<file path="config.mk">
export PLATFORM = sky130hd
export DESIGN_NAME = nwrite_tx_engine
export DESIGN_NICKNAME = d
export VERILOG_FILES = /design/src/rtl/nwrite_tx_engine.sv
export SDC_FILE = /design/constraint.sdc
export NUM_CORES = 1
export LEC_CHECK = 0
export ABC_AREA = 1
export BUFFER_PORTS_ARGS = -buffer_cell sky130_fd_sc_hd__buf_2
export CORE_ASPECT_RATIO = 1.75
export CORE_MARGIN = 10
export CORE_UTILIZATION = 40
export CTS_CLUSTER_DIAMETER = 100
export DETAILED_ROUTE_END_ITERATION = 12
export GPL_ROUTABILITY_DRIVEN = 0
export PLACE_DENSITY = 0.72
export SKIP_LAST_GASP = 1
export SLEW_MARGIN = 0
export SYNTH_ARGS = -nofsm -noshare
export SYNTH_HDL_FRONTEND = slang
export SYNTH_SLANG_ARGS = --single-unit
</file>
<file path="constraint.sdc">
create_clock -name aclk -period 7 [get_ports aclk]
set_clock_uncertainty 0.1 [all_clocks]
set_input_delay 0 -clock aclk [delete_from_list [all_inputs] [get_ports aclk]]
set_output_delay 0 -clock aclk [all_outputs]
set_load 0.1 [all_outputs]
</file>
<file path="src/rtl/nwrite_tx_engine.sv">
// nwrite_tx_engine: reads local memory over AXI4 and emits SRIO NWRITE packets on the ireq stream
module nwrite_tx_engine #(
  parameter int unsigned MAX_PKT_BYTES = 256,
  parameter logic [1:0]  PRIO          = 2'b01,
  parameter logic        CRF           = 1'b0
) (
  input  logic        aclk,
  input  logic        areset,
  input  logic        cmd_valid,
  output logic        cmd_ready,
  input  logic [31:0] cmd_src_addr,
  input  logic [31:0] cmd_dst_addr,
  input  logic [15:0] cmd_len,
  input  logic [15:0] src_id,
  input  logic [15:0] dest_id,
  output logic        busy,
  output logic        done,
  output logic        err,
  output logic [31:0] m_axi_araddr,
  output logic [7:0]  m_axi_arlen,
  output logic [2:0]  m_axi_arsize,
  output logic [1:0]  m_axi_arburst,
  output logic        m_axi_arvalid,
  input  logic        m_axi_arready,
  input  logic [63:0] m_axi_rdata,
  input  logic [1:0]  m_axi_rresp,
  input  logic        m_axi_rlast,
  input  logic        m_axi_rvalid,
  output logic        m_axi_rready,
  output logic [63:0] m_axis_ireq_tdata,
  output logic [7:0]  m_axis_ireq_tkeep,
  output logic        m_axis_ireq_tlast,
  output logic [31:0] m_axis_ireq_tuser,
  output logic        m_axis_ireq_tvalid,
  input  logic        m_axis_ireq_tready
);
  typedef enum logic [2:0] {IDLE, CALC, AR, HDR, DATA} state_t;
  state_t      state_q, state_d;
  logic [31:0] src_q, src_d, dst_q, dst_d, ids_q, ids_d;
  logic [16:0] rem_q, rem_d, pkt_q, pkt_d, room, cap;
  logic [7:0]  tid_q, tid_d;
  logic        err_q, err_d, done_q, done_d;
  logic        accept, beat;
  logic [63:0] swp;
  assign cmd_ready = (state_q == IDLE) & ~areset;
  assign accept    = cmd_valid & cmd_ready;
  assign beat      = (state_q == DATA) & m_axi_rvalid & m_axis_ireq_tready;
  // bytes left before the next local 4 KB boundary
  assign room = 17'd4096 - {5'd0, src_q[11:0]};
  assign cap  = rem_q < 17'(MAX_PKT_BYTES) ? rem_q : 17'(MAX_PKT_BYTES);
  for (genvar g = 0; g < 8; g++) begin : g_swap
    assign swp[8*g +: 8] = m_axi_rdata[56-8*g +: 8];
  end
  always_comb begin
    state_d = state_q;
    src_d   = src_q;
    dst_d   = dst_q;
    ids_d   = ids_q;
    rem_d   = rem_q;
    pkt_d   = pkt_q;
    tid_d   = tid_q;
    err_d   = err_q;
    done_d  = 1'b0;
    case (state_q)
      IDLE: if (accept) begin
        src_d   = cmd_src_addr & ~32'h7;
        dst_d   = cmd_dst_addr & ~32'h7;
        rem_d   = {1'b0, cmd_len | 16'h7} + 17'd1;
        ids_d   = {src_id, dest_id};
        err_d   = 1'b0;
        state_d = CALC;
      end
      CALC: begin
        pkt_d   = room < cap ? room : cap;
        state_d = AR;
      end
      AR:   state_d = m_axi_arready ? HDR : AR;
      HDR:  if (m_axis_ireq_tready) begin
        tid_d   = tid_q + 8'd1;
        state_d = DATA;
      end
      DATA: if (beat) begin
        err_d = err_q | (|m_axi_rresp);
        if (m_axi_rlast) begin
          src_d   = src_q + {15'd0, pkt_q};
          dst_d   = dst_q + {15'd0, pkt_q};
          rem_d   = rem_q - pkt_q;
          done_d  = rem_q == pkt_q;
          state_d = rem_q == pkt_q ? IDLE : CALC;
        end
      end
      default: state_d = IDLE;
    endcase
  end
  always_ff @(posedge aclk) begin
    if (areset) begin
      state_q <= IDLE;
      src_q   <= '0;
      dst_q   <= '0;
      ids_q   <= '0;
      rem_q   <= '0;
      pkt_q   <= '0;
      tid_q   <= '0;
      err_q   <= 1'b0;
      done_q  <= 1'b0;
    end else begin
      state_q <= state_d;
      src_q   <= src_d;
      dst_q   <= dst_d;
      ids_q   <= ids_d;
      rem_q   <= rem_d;
      pkt_q   <= pkt_d;
      tid_q   <= tid_d;
      err_q   <= err_d;
      done_q  <= done_d;
    end
  end
  assign busy               = state_q != IDLE;
  assign done               = done_q;
  assign err                = err_q;
  assign m_axi_araddr       = src_q;
  assign m_axi_arlen        = pkt_q[10:3] - 8'd1;
  assign m_axi_arsize       = 3'b011;
  assign m_axi_arburst      = 2'b01;
  assign m_axi_arvalid      = state_q == AR;
  assign m_axi_rready       = (state_q == DATA) & m_axis_ireq_tready;
  assign m_axis_ireq_tvalid = (state_q == HDR) | ((state_q == DATA) & m_axi_rvalid);
  assign m_axis_ireq_tdata  = state_q == HDR ?
    {tid_q, 8'h54, PRIO, CRF, 1'b0, pkt_q[7:0] - 8'd1, 4'h0, dst_q} : swp;
  assign m_axis_ireq_tkeep  = 8'hFF;
  assign m_axis_ireq_tlast  = (state_q == DATA) & m_axi_rlast;
  assign m_axis_ireq_tuser  = ids_q;
endmodule

</file>
# Word level (Yosys, flattened, before mapping)
# Index checks and enable logic that the tools add are counted.
[word_totals]
register_bits = 143
rom_bits = 0
mem_count = 0
mem_bits_rw = 0
latch_bits = 0
elab_cells = 75
[classes]
mul = 0
add_sub_neg = 8
n_bitwise = 12
n_eq_ne = 9
shifts = 0
n_reduce_logical = 10
muxes = 25
div = 0
order_cmp = 2
[ops]
columns = ["operator", "count"]
rows = [
  ["two-way mux 32 bit", 6],
  ["one-hot mux 32 bit (2 select lines)", 2],
  ["two-way mux 17 bit", 5],
  ["adder 32 x 17 -> 32 bit", 2],
  ["two-way mux 64 bit", 1],
  ["one-hot mux 17 bit (2 select lines)", 1],
  ["adder 16 x 1 -> 17 bit, second input constant", 1],
  ["equality test 17 bit", 1],
  ["< comparator 17 bit", 1],
  ["< comparator 17 x 9 -> 1 bit, second input constant", 1],
  ["subtractor 17 bit", 1],
  ["subtractor 8 x 1 -> 8 bit, second input constant", 2],
  ["one-hot mux 3 bit (5 select lines)", 1],
  ["subtractor 13 x 12 -> 14 bit, first input constant", 1],
  ["two-way mux 3 bit", 4],
  ["adder 8 x 1 -> 8 bit, second input constant", 1],
  ["!= test 2 bit, second input constant", 4],
  ["AND reduction 4 bit", 2],
  ["AND 1 bit", 6],
  ["equality test 3 x 2 -> 1 bit, second input constant", 2],
  ["two-way mux 1 bit", 4],
  ["NOT 1 bit", 4],
  ["AND reduction 2 bit", 2],
  ["OR reduction 4 bit", 1],
  ["9 further kinds", 10],
]

# Depth between registers and ports, before layout
# Gate-level depths: netlist (run 1).
[logic_depth]
depth_word = 5
depth_mapped = 20
depth_no_buf = 20

# Least setup slack after synthesis (run 1)
# Ideal clock, no wire load.
[synth_path]
kind = "register -> output"
start = "register pkt_q[3]"
end = "output port m_axis_ireq_tdata[43]"
path_buffers = 0
arrival_time_ns = 3.894
path_slack_ns = 3.006
required_ns = 6.900
path_stages_with_launch = 8
cell_sequence = "dfxtp_1 -> inv_1 -> ha_1 -> nand2_1 -> nor2_1 -> nand2_1 -> xor2_1 -> o21ai_0"
[synth_via]
elab_chain_len = 2
[synth_rtl]
columns = ["element", "line_no", "source"]
rows = [
  ["start, declared", "40", "logic [16:0] rem_q, rem_d, pkt_q, pkt_d, room, cap;"],
  ["start signal, assigned", "112", "pkt_q <= pkt_d;"],
  ["subtractor 8 x 1 -> 8 bit", "129", "{tid_q, 8'h54, PRIO, CRF, 1'b0, pkt_q[7:0] - 8'd1, 4'h0, dst_q} : swp;"],
  ["two-way mux 64 bit", "128", "assign m_axis_ireq_tdata = state_q == HDR ?"],
  ["end, declared", "30", "output logic [63:0] m_axis_ireq_tdata,"],
]
# No other way between the ends.

# Final worst setup path (run 1)
[layout_path]
start = "register state_q[2]"
end = "register src_q[22], in the netlist m_axi_araddr[22]"
[layout_via]
elab_chain_len = 5
[layout_rtl]
columns = ["element", "line_no", "source"]
rows = [
  ["start, declared", "38", "state_t state_q, state_d;"],
  ["start signal, assigned", "107", "state_q <= state_d;"],
  ["equality test 3 bit / logical NOT 3 bit (equally long branches)", "47, 64, 45", ""],
  ["AND 1 bit (on tied branches)", "47, 45", ""],
  ["AND 1 bit (on tied branches)", "47, 46", ""],
  ["!= test 2 bit (no source line)", "-", ""],
  ["AND reduction 4 bit (no source line)", "-", ""],
  ["end signal, assigned", "108", "src_q <= src_d;"],
  ["end, declared", "39", "logic [31:0] src_q, src_d, dst_q, dst_d, ids_q, ids_d;"],
]
# Parallel ways exist; a longest one is shown, timed or not.
# A chain may end at the register's enable or synchronous reset.

==> results.toml, run 1 <==
[run_status]
outcome = "finished, violations left"
violations = "negative hold slack"

[logic_synthesis]
yosysTopAreaCellShare_pct = 23.7
synth_top_family_by_area = "simple AND/OR/NAND/NOR gates"
synth_top_area_cell = "dfxtp_1"
synth_warnings = 0
ys_seq_area_share_pct = 23.7
synth_fa_ha_area_share_pct = 7.45
synth_cell_types = 43
synthSimpleGateAreaFrac_pct = 39.8
netlist_instances = 2090
netlist_area_sq_um = 12100
synth.area.top_cells = "dfxtp_1 24%, nand2_1 22%, inv_1 8.1%"
synth_xor_area_share_pct = 3.78
synth_compound_area_share_pct = 13.6
syn_avg_cell_area_sq_um = 5.77
synth.area.mux_share_pct = 0
synth_seq_cells = 143

[timing]
rsz0062_at_grt = "no"
setup_viol = 0
min_period_ns = 4.15
worst_slew_pin_slew_ns = 1.09
whs_ns = -0.000338
slew_viol_final = 0
period_share_pct = 59.2
hold_viol_final = 1
fmax_mhz = 241
slew_headroom_pct = 27.4
tns_ns = 0

[clock_network]
root_buffer = "clkbuf_16"
cts_tree = "done"
clk_latency_ns = 0.46
htreeDepth = 4
clk_pin_slew_ns = 0.06
numCtsBuffers = 17
clockBufferDepth = 2
post-cts-setup-buffer-count = 0
clock_sinks = 143

[drt]
met1Wirelength_um = 16500
ant_nets = 0
drcViolationCount = 0
vias = 14700
first_pass_iters = 7
top_layer = "met4"
wl_met2_um = 23800
wl_met3_um = 3430
viasPerCell = 5.10
routed_wl_um = 46100
wl_per_cell_um = 16.0
drt_iter0_markers = 739

[place]
hpwl_um = 35200
place_area_sq_um = 13900
place.port_buffers = 319
dp_cells = 2739

[finish]
design_area_sq_um = 15600
antenna_cells = 0
drive_above_1_share_pct = 15.6
area_growth_pct = 29.5
nFillCells = 3048
nets = 2738
final_cells = 2883

[setup_path]
r2r_slack_ns = 2.85
cp_common_cell = "inv_2"
critical_path_class = "flip-flop to flip-flop"
end_kind = "flip-flop"
crit-reg2reg-capture = "m_axi_araddr[22]$_SDFFE_PP0P_"
crit_chain = "inv_2, nor2_4, inv_2, buf_4, nor2_4, nand2_2, nand2_4, nand2_4, buf_4, inv_2, o21ai_0, nand2_1, a21oi_1"
crit_cells = 13
path_buf_inv = 5
worst-path-max-fanout = 100
cp-startpoint = "state_q[2]$_SDFFE_PP0P_"
startpoint_type = "flip-flop"
critical_path_required_ns = 7.20
critPathMaxStageDelay_ns = 0.94
reg2reg_from = "state_q[2]$_SDFFE_PP0P_"
crit_arrival_ns = 4.34
reg2reg_depth = 13
crit_slowest_cell = "inv_2"
cpLargestDelayFamily = "buffers and inverters"
endpoint = "m_axi_araddr[22]$_SDFFE_PP0P_"

[global_routing]
track_usage_pct = 23.7
grt_overflow_total = 0
grt_start_max_net_pins = 101
antenna_found_initial = 0
grt_pass1_vias = 14600
grt_pass1_wl_um = 72600

[floorplanning]
die_y_um = 250
start_util_pct = 40.3
die_w_um = 151
core_area_sq_um = 30000
rows = 84
top_level_ports = 342
dieArea_sq_um = 37800

[run]
cap_violations = 0

[pwr]
power.leakage_nw = 8.16
powerDensity_nw_per_um2 = 452
report.power.total_mw = 7.05
peakVddDrop_mv = 0.494

[min_path]
min_path_type = "input pin to flip-flop"
==> placed cells by master, fill, tap and decap left out, types with 7 or more instances in the layout <==
master         synthesis  layout
inv_1                259     258
a21oi_1              177     177
dfxtp_1              143     143
inv_2                  6       7
ha_1                  67      67
nand4_1               23      23
conb_1                 2      17
or2_2                 11      11
clkbuf_16              0      17
dlygate4sd3_1          0     112
o21ai_0               88      88
nor2_1               213     213
nand2_1              702     702
buf_2                  6     319
nor3_1                30      30
xor2_1                46      46
nand3_1              153     153
o21ai_1               27      27
buf_4                 14       8
==> worst min path at each step <==
stage	cells past startpoint	slack [ns]	from	end
after floorplan	1	0.009	areset	cmd_ready
after CTS	5	0.002	cmd_len[13]	rem_q[16]$_SDFFE_PP0P_
after detailed placement	3	0.1	dest_id[0]	m_axis_ireq_tuser[0]$_SDFFE_PP0P_
final	5	-0.0003	cmd_len[13]	rem_q[16]$_SDFFE_PP0P_
after global routing	5	0.02	cmd_len[13]	rem_q[13]$_SDFFE_PP0P_
after global placement	3	0.09	src_id[1]	m_axis_ireq_tuser[17]$_SDFFE_PP0P_
==> layout make-up <==
type	count	area (sq um)	share of cell area, %
Multi-Input combinational cell	1616	7860	50.3
Sequential cell	143	2860	18.3
Timing Repair Buffer	439	2780	17.8
Inverter	266	998	6.39
Tap cell	387	484	3.10
Clock buffer	20	457	2.92
Clock inverter	12	181	1.16
==> routing by layer <==
layer	vias up	track usage, %
li1	7402	-
met1	6641	23.5
met2	520	43.3
met3	142	5.45
met4	0	13.7
met5	-	0
==> stage by stage <==
| step | util, % | worst slack [ns] | hold slack [ns] |
|---|---|---|---|
| finish | 52.1 | 2.85 | -0.000338 |
| global route | 52.1 | 2.47 | 0.0224 |
| CTS | 52.1 | 2.81 | 0.00164 |
| detailed placement | 46.3 | 2.83 | 0.0969 |
| global placement | 46.3 | 2.92 | 0.0927 |
| floorplan | - | 3.01 | 0.00895 |
==> power breakdown <==
part           switching (mW)  internal [mW]
combinational            3.65           1.13
clock                   0.395          0.618
sequential              0.259           1.00
==> worst reg2reg max path, stage by stage, from the launching register on <==
cell and delay, ns:
dfxtp_1 0.43, inv_2 0.09, nor2_4 0.71, inv_2 0.04
buf_4 0.37, nor2_4 0.19, nand2_2 0.11, nand2_4 0.13
nand2_4 0.05, buf_4 0.36, inv_2 0.95, o21ai_0 0.28
nand2_1 0.12, a21oi_1 0.06
==> state kept, by name, summed over array words and instances, names as in the netlist <==
name / count
m_axi_araddr: 32
pkt_q: 17
done: 1
rem_q: 17
dst_q: 32
tid_q: 8
state_q: 3
err: 1
m_axis_ireq_tuser: 32
==> repair_timing <==
action,CTS,global route
hold endpoints to repair,110,0
hold buffers,112,0
gates resized for setup,0,0
==> cell families after synthesis <==
| group | count (synthesis) |
|---|---|
| xor gates and xnor gates | 52 |
| adders and majority gates | 70 |
| buffers and inverters | 346 |
| other | 2 |
| and+or+nand+nor | 1161 |
| DFF | 143 |
| AOI/OAI and AO/OA | 316 |
==> Yosys cell counts, drive strengths merged <==
cell	n
dfxtp	143
nand3	155
clkinv	1
ha	67
o21ai	115
clkbuf	51
nor3	30
nand3b	4
nand2	708
inv	265
xor2	46
a21o	2
and2	3
a211oi	6
nand2b	1
nand4	23
nor3b	6
and3	1
xnor2	6
o21bai	6
o211a	1
o31ai	1
a21oi	177
nor4	2
or2	11
o22ai	1
a31oi	4
o21a	3
conb	2
buf	29
nor2	217
fa	3
Note: power is estimated with default switching activity, not from simulation.
==> run 2, diff against run 1 <==
==> constraint.sdc (replaced) <==
create_clock -name aclk -period 3.95 [get_ports aclk]
set_clock_uncertainty 0.1 [all_clocks]
set_input_delay 0 -clock aclk [delete_from_list [all_inputs] [get_ports aclk]]
set_output_delay 0 -clock aclk [all_outputs]
set_load 0.1 [all_outputs]
==> run 2 against run 1 <==
  * Power increased by 76%
  * The run now ends clean
  * Highest routed layer unchanged
  * Clock power increased by 59%
  * Final area about the same
  * Worst setup slack got worse by 2.3 ns
  * Largest cell class unchanged
  * Critical path type unchanged
==> results.toml, run 2 (synthesis results as in run 1) <==
[finish]
final_common_cell = "nand2_1"
nFillCells = 2957
final_cell_mix = "702 x nand2_1, 316 x buf_2, 258 x inv_1, 213 x nor2_1, 177 x a21oi_1"
drive_above_1_share_pct = 15.6
multi_input_area_sq_um = 7860
area_growth_pct = 29.4
seq_area_sq_um = 2860
nets = 2741

[setup_path]
crit-reg2reg-capture = "pkt_q[0]$_SDFFE_PP0P_"
endpoint = "pkt_q[0]$_SDFFE_PP0P_"
critical_path_class = "flip-flop to flip-flop"
reg2reg_from = "m_axi_araddr[0]$_SDFFE_PP0P_"
reg2reg_depth = 17
worst-path-max-fanout = 10
crit_arrival_ns = 3.69
cp-startpoint = "m_axi_araddr[0]$_SDFFE_PP0P_"
critical_path_required_ns = 4.24
startpoint_type = "flip-flop"
r2r_slack_ns = 0.55
end_kind = "flip-flop"

[drt]
viasPerCell = 5.08
drcViolationCount = 0
routed_wl_um = 46200
drt_iter0_markers = 705
ant_nets = 0
vias = 14700
wl_per_cell_um = 16.0
first_pass_iters = 6

[floorplanning]
top_level_ports = 342
core_area_sq_um = 30000
rows = 84
dieArea_sq_um = 37800
die_w_um = 151
die_y_um = 250
start_util_pct = 40.3

[global_routing]
grt_start_max_net_pins = 79
antenna_found_initial = 2
grt_pass1_vias = 14400
grt_overflow_total = 0
track_usage_pct = 23.7
grt_pass1_wl_um = 72600

[timing]
slew_viol_final = 0
slew_headroom_pct = 37.6
layout_setup_ws_ns = 0.554
setup_viol = 0
rsz0062_at_grt = "no"
period_share_pct = 86.0
tns_ns = 0
worst_slew_pin_slew_ns = 0.936
min_period_ns = 3.40
hold_viol_final = 0
fmax_mhz = 294

[place]
hpwl_um = 35600
place.port_buffers = 319
post-place-ws_ns = 0.651

[clock_network]
clk_latency_ns = 0.45
numCtsBuffers = 17
htreeDepth = 4
root_buffer = "clkbuf_16"
clockBufferDepth = 2
cts_tree = "done"
clk_pin_slew_ns = 0.06
clock_sinks = 143

[run]
cap_violations = 0

[pwr]
powerDensity_nw_per_um2 = 794
power.leakage_nw = 8.15
peakVddDrop_mv = 0.825

[min_path]
min_path_type = "input pin to flip-flop"

[run_status]
outcome = "finished clean"
## run 2: changes by cell type in the layout (fill, tap and decap cells not counted), sizes merged
cell,previous run,this run
inv,268,265
clkbuf,20,26
bufinv,4,2
dlygate4sd3,112,109
clkinv,5,4
diode,0,2
buf,327,333
## run 2: worst max-delay path, cell delays in order, from the launching register on
cell and delay, ns:
dfxtp_1 0.45, inv_1 0.09, ha_1 0.23, nand3_1 0.21
xor2_1 0.25, inv_1 0.07, ha_1 0.33, a21oi_1 0.14
o21ai_0 0.11, nand2_1 0.08, nand2_1 0.05, nand2_1 0.21
nand3_2 0.25, nor2_1 0.46, nand2_1 0.10, nand3_1 0.09
nand2_1 0.05, inv_1 0.07
## run 2: routing by layer
| layer | vias to the layer above | wire (um) | track usage, % |
|---|---|---|---|
| li1 | 7426 | - | - |
| met3 | 125 | 3480 | 5.76 |
| met5 | - | 0 | 0 |
| met2 | 523 | 23400 | 42.5 |
| met4 | 0 | 2490 | 14.1 |
| met1 | 6596 | 16900 | 24.0 |
## run 2: metrics by stage
step / cell area, sq um / instances / hold slack [ns] / utilization (%) / power, mW
5_1_grt: 15600 / 2888 / 0.0536 / 52.1 / 13.2
3_3_place_gp: 13900 / 2745 / 0.0944 / 46.6 / 10.5
6_report: 15600 / 2888 / 0.0107 / 52.1 / 12.4
2_1_floorplan: 12100 / 2105 / 0.00895 / - / 8.60
3_5_place_dp: 13900 / 2745 / 0.0969 / 46.6 / 10.6
4_1_cts: 15600 / 2886 / 0.00298 / 52.1 / 12.3
## run 2: timing repair
item                                   CTS  global route
resized for setup                        0             0
setup endpoints to repair                0             0
endpoints found under the hold margin  110             0
hold buffers                           109             0
setup buffers                            0             0
## run 2: worst min-delay path by stage
stage | from | endpoint | slack (ns) | depth (start not counted)
CTS | cmd_valid | m_axis_ireq_tuser[30]$_SDFFE_PP0P_ | 0.003 | 4
global placement | dest_id[13] | m_axis_ireq_tuser[13]$_SDFFE_PP0P_ | 0.09 | 3
detailed placement | dest_id[3] | m_axis_ireq_tuser[3]$_SDFFE_PP0P_ | 0.1 | 3
floorplan | areset | cmd_ready | 0.009 | 1
finish | cmd_valid | m_axis_ireq_tuser[26]$_SDFFE_PP0P_ | 0.01 | 4
global route | cmd_valid | m_axis_ireq_tuser[15]$_SDFFE_PP0P_ | 0.05 | 4
## run 2: where the power goes
part	total (mW)	switching (mW)	internal, mW
Sequential	2.24	0.459	1.78
Clock	1.61	0.650	0.960
Combinational	8.55	6.51	2.04
## run 2: area by class of cell
class | instances | area share (%)
clock buffer | 26 | 3.07
antenna | 2 | 0.0321
multi-input combinational | 1616 | 50.3
tap | 387 | 3.10
clock inverter | 6 | 0.529
sequential | 143 | 18.3
inverter | 266 | 6.40
timing repair buffer | 442 | 18.2
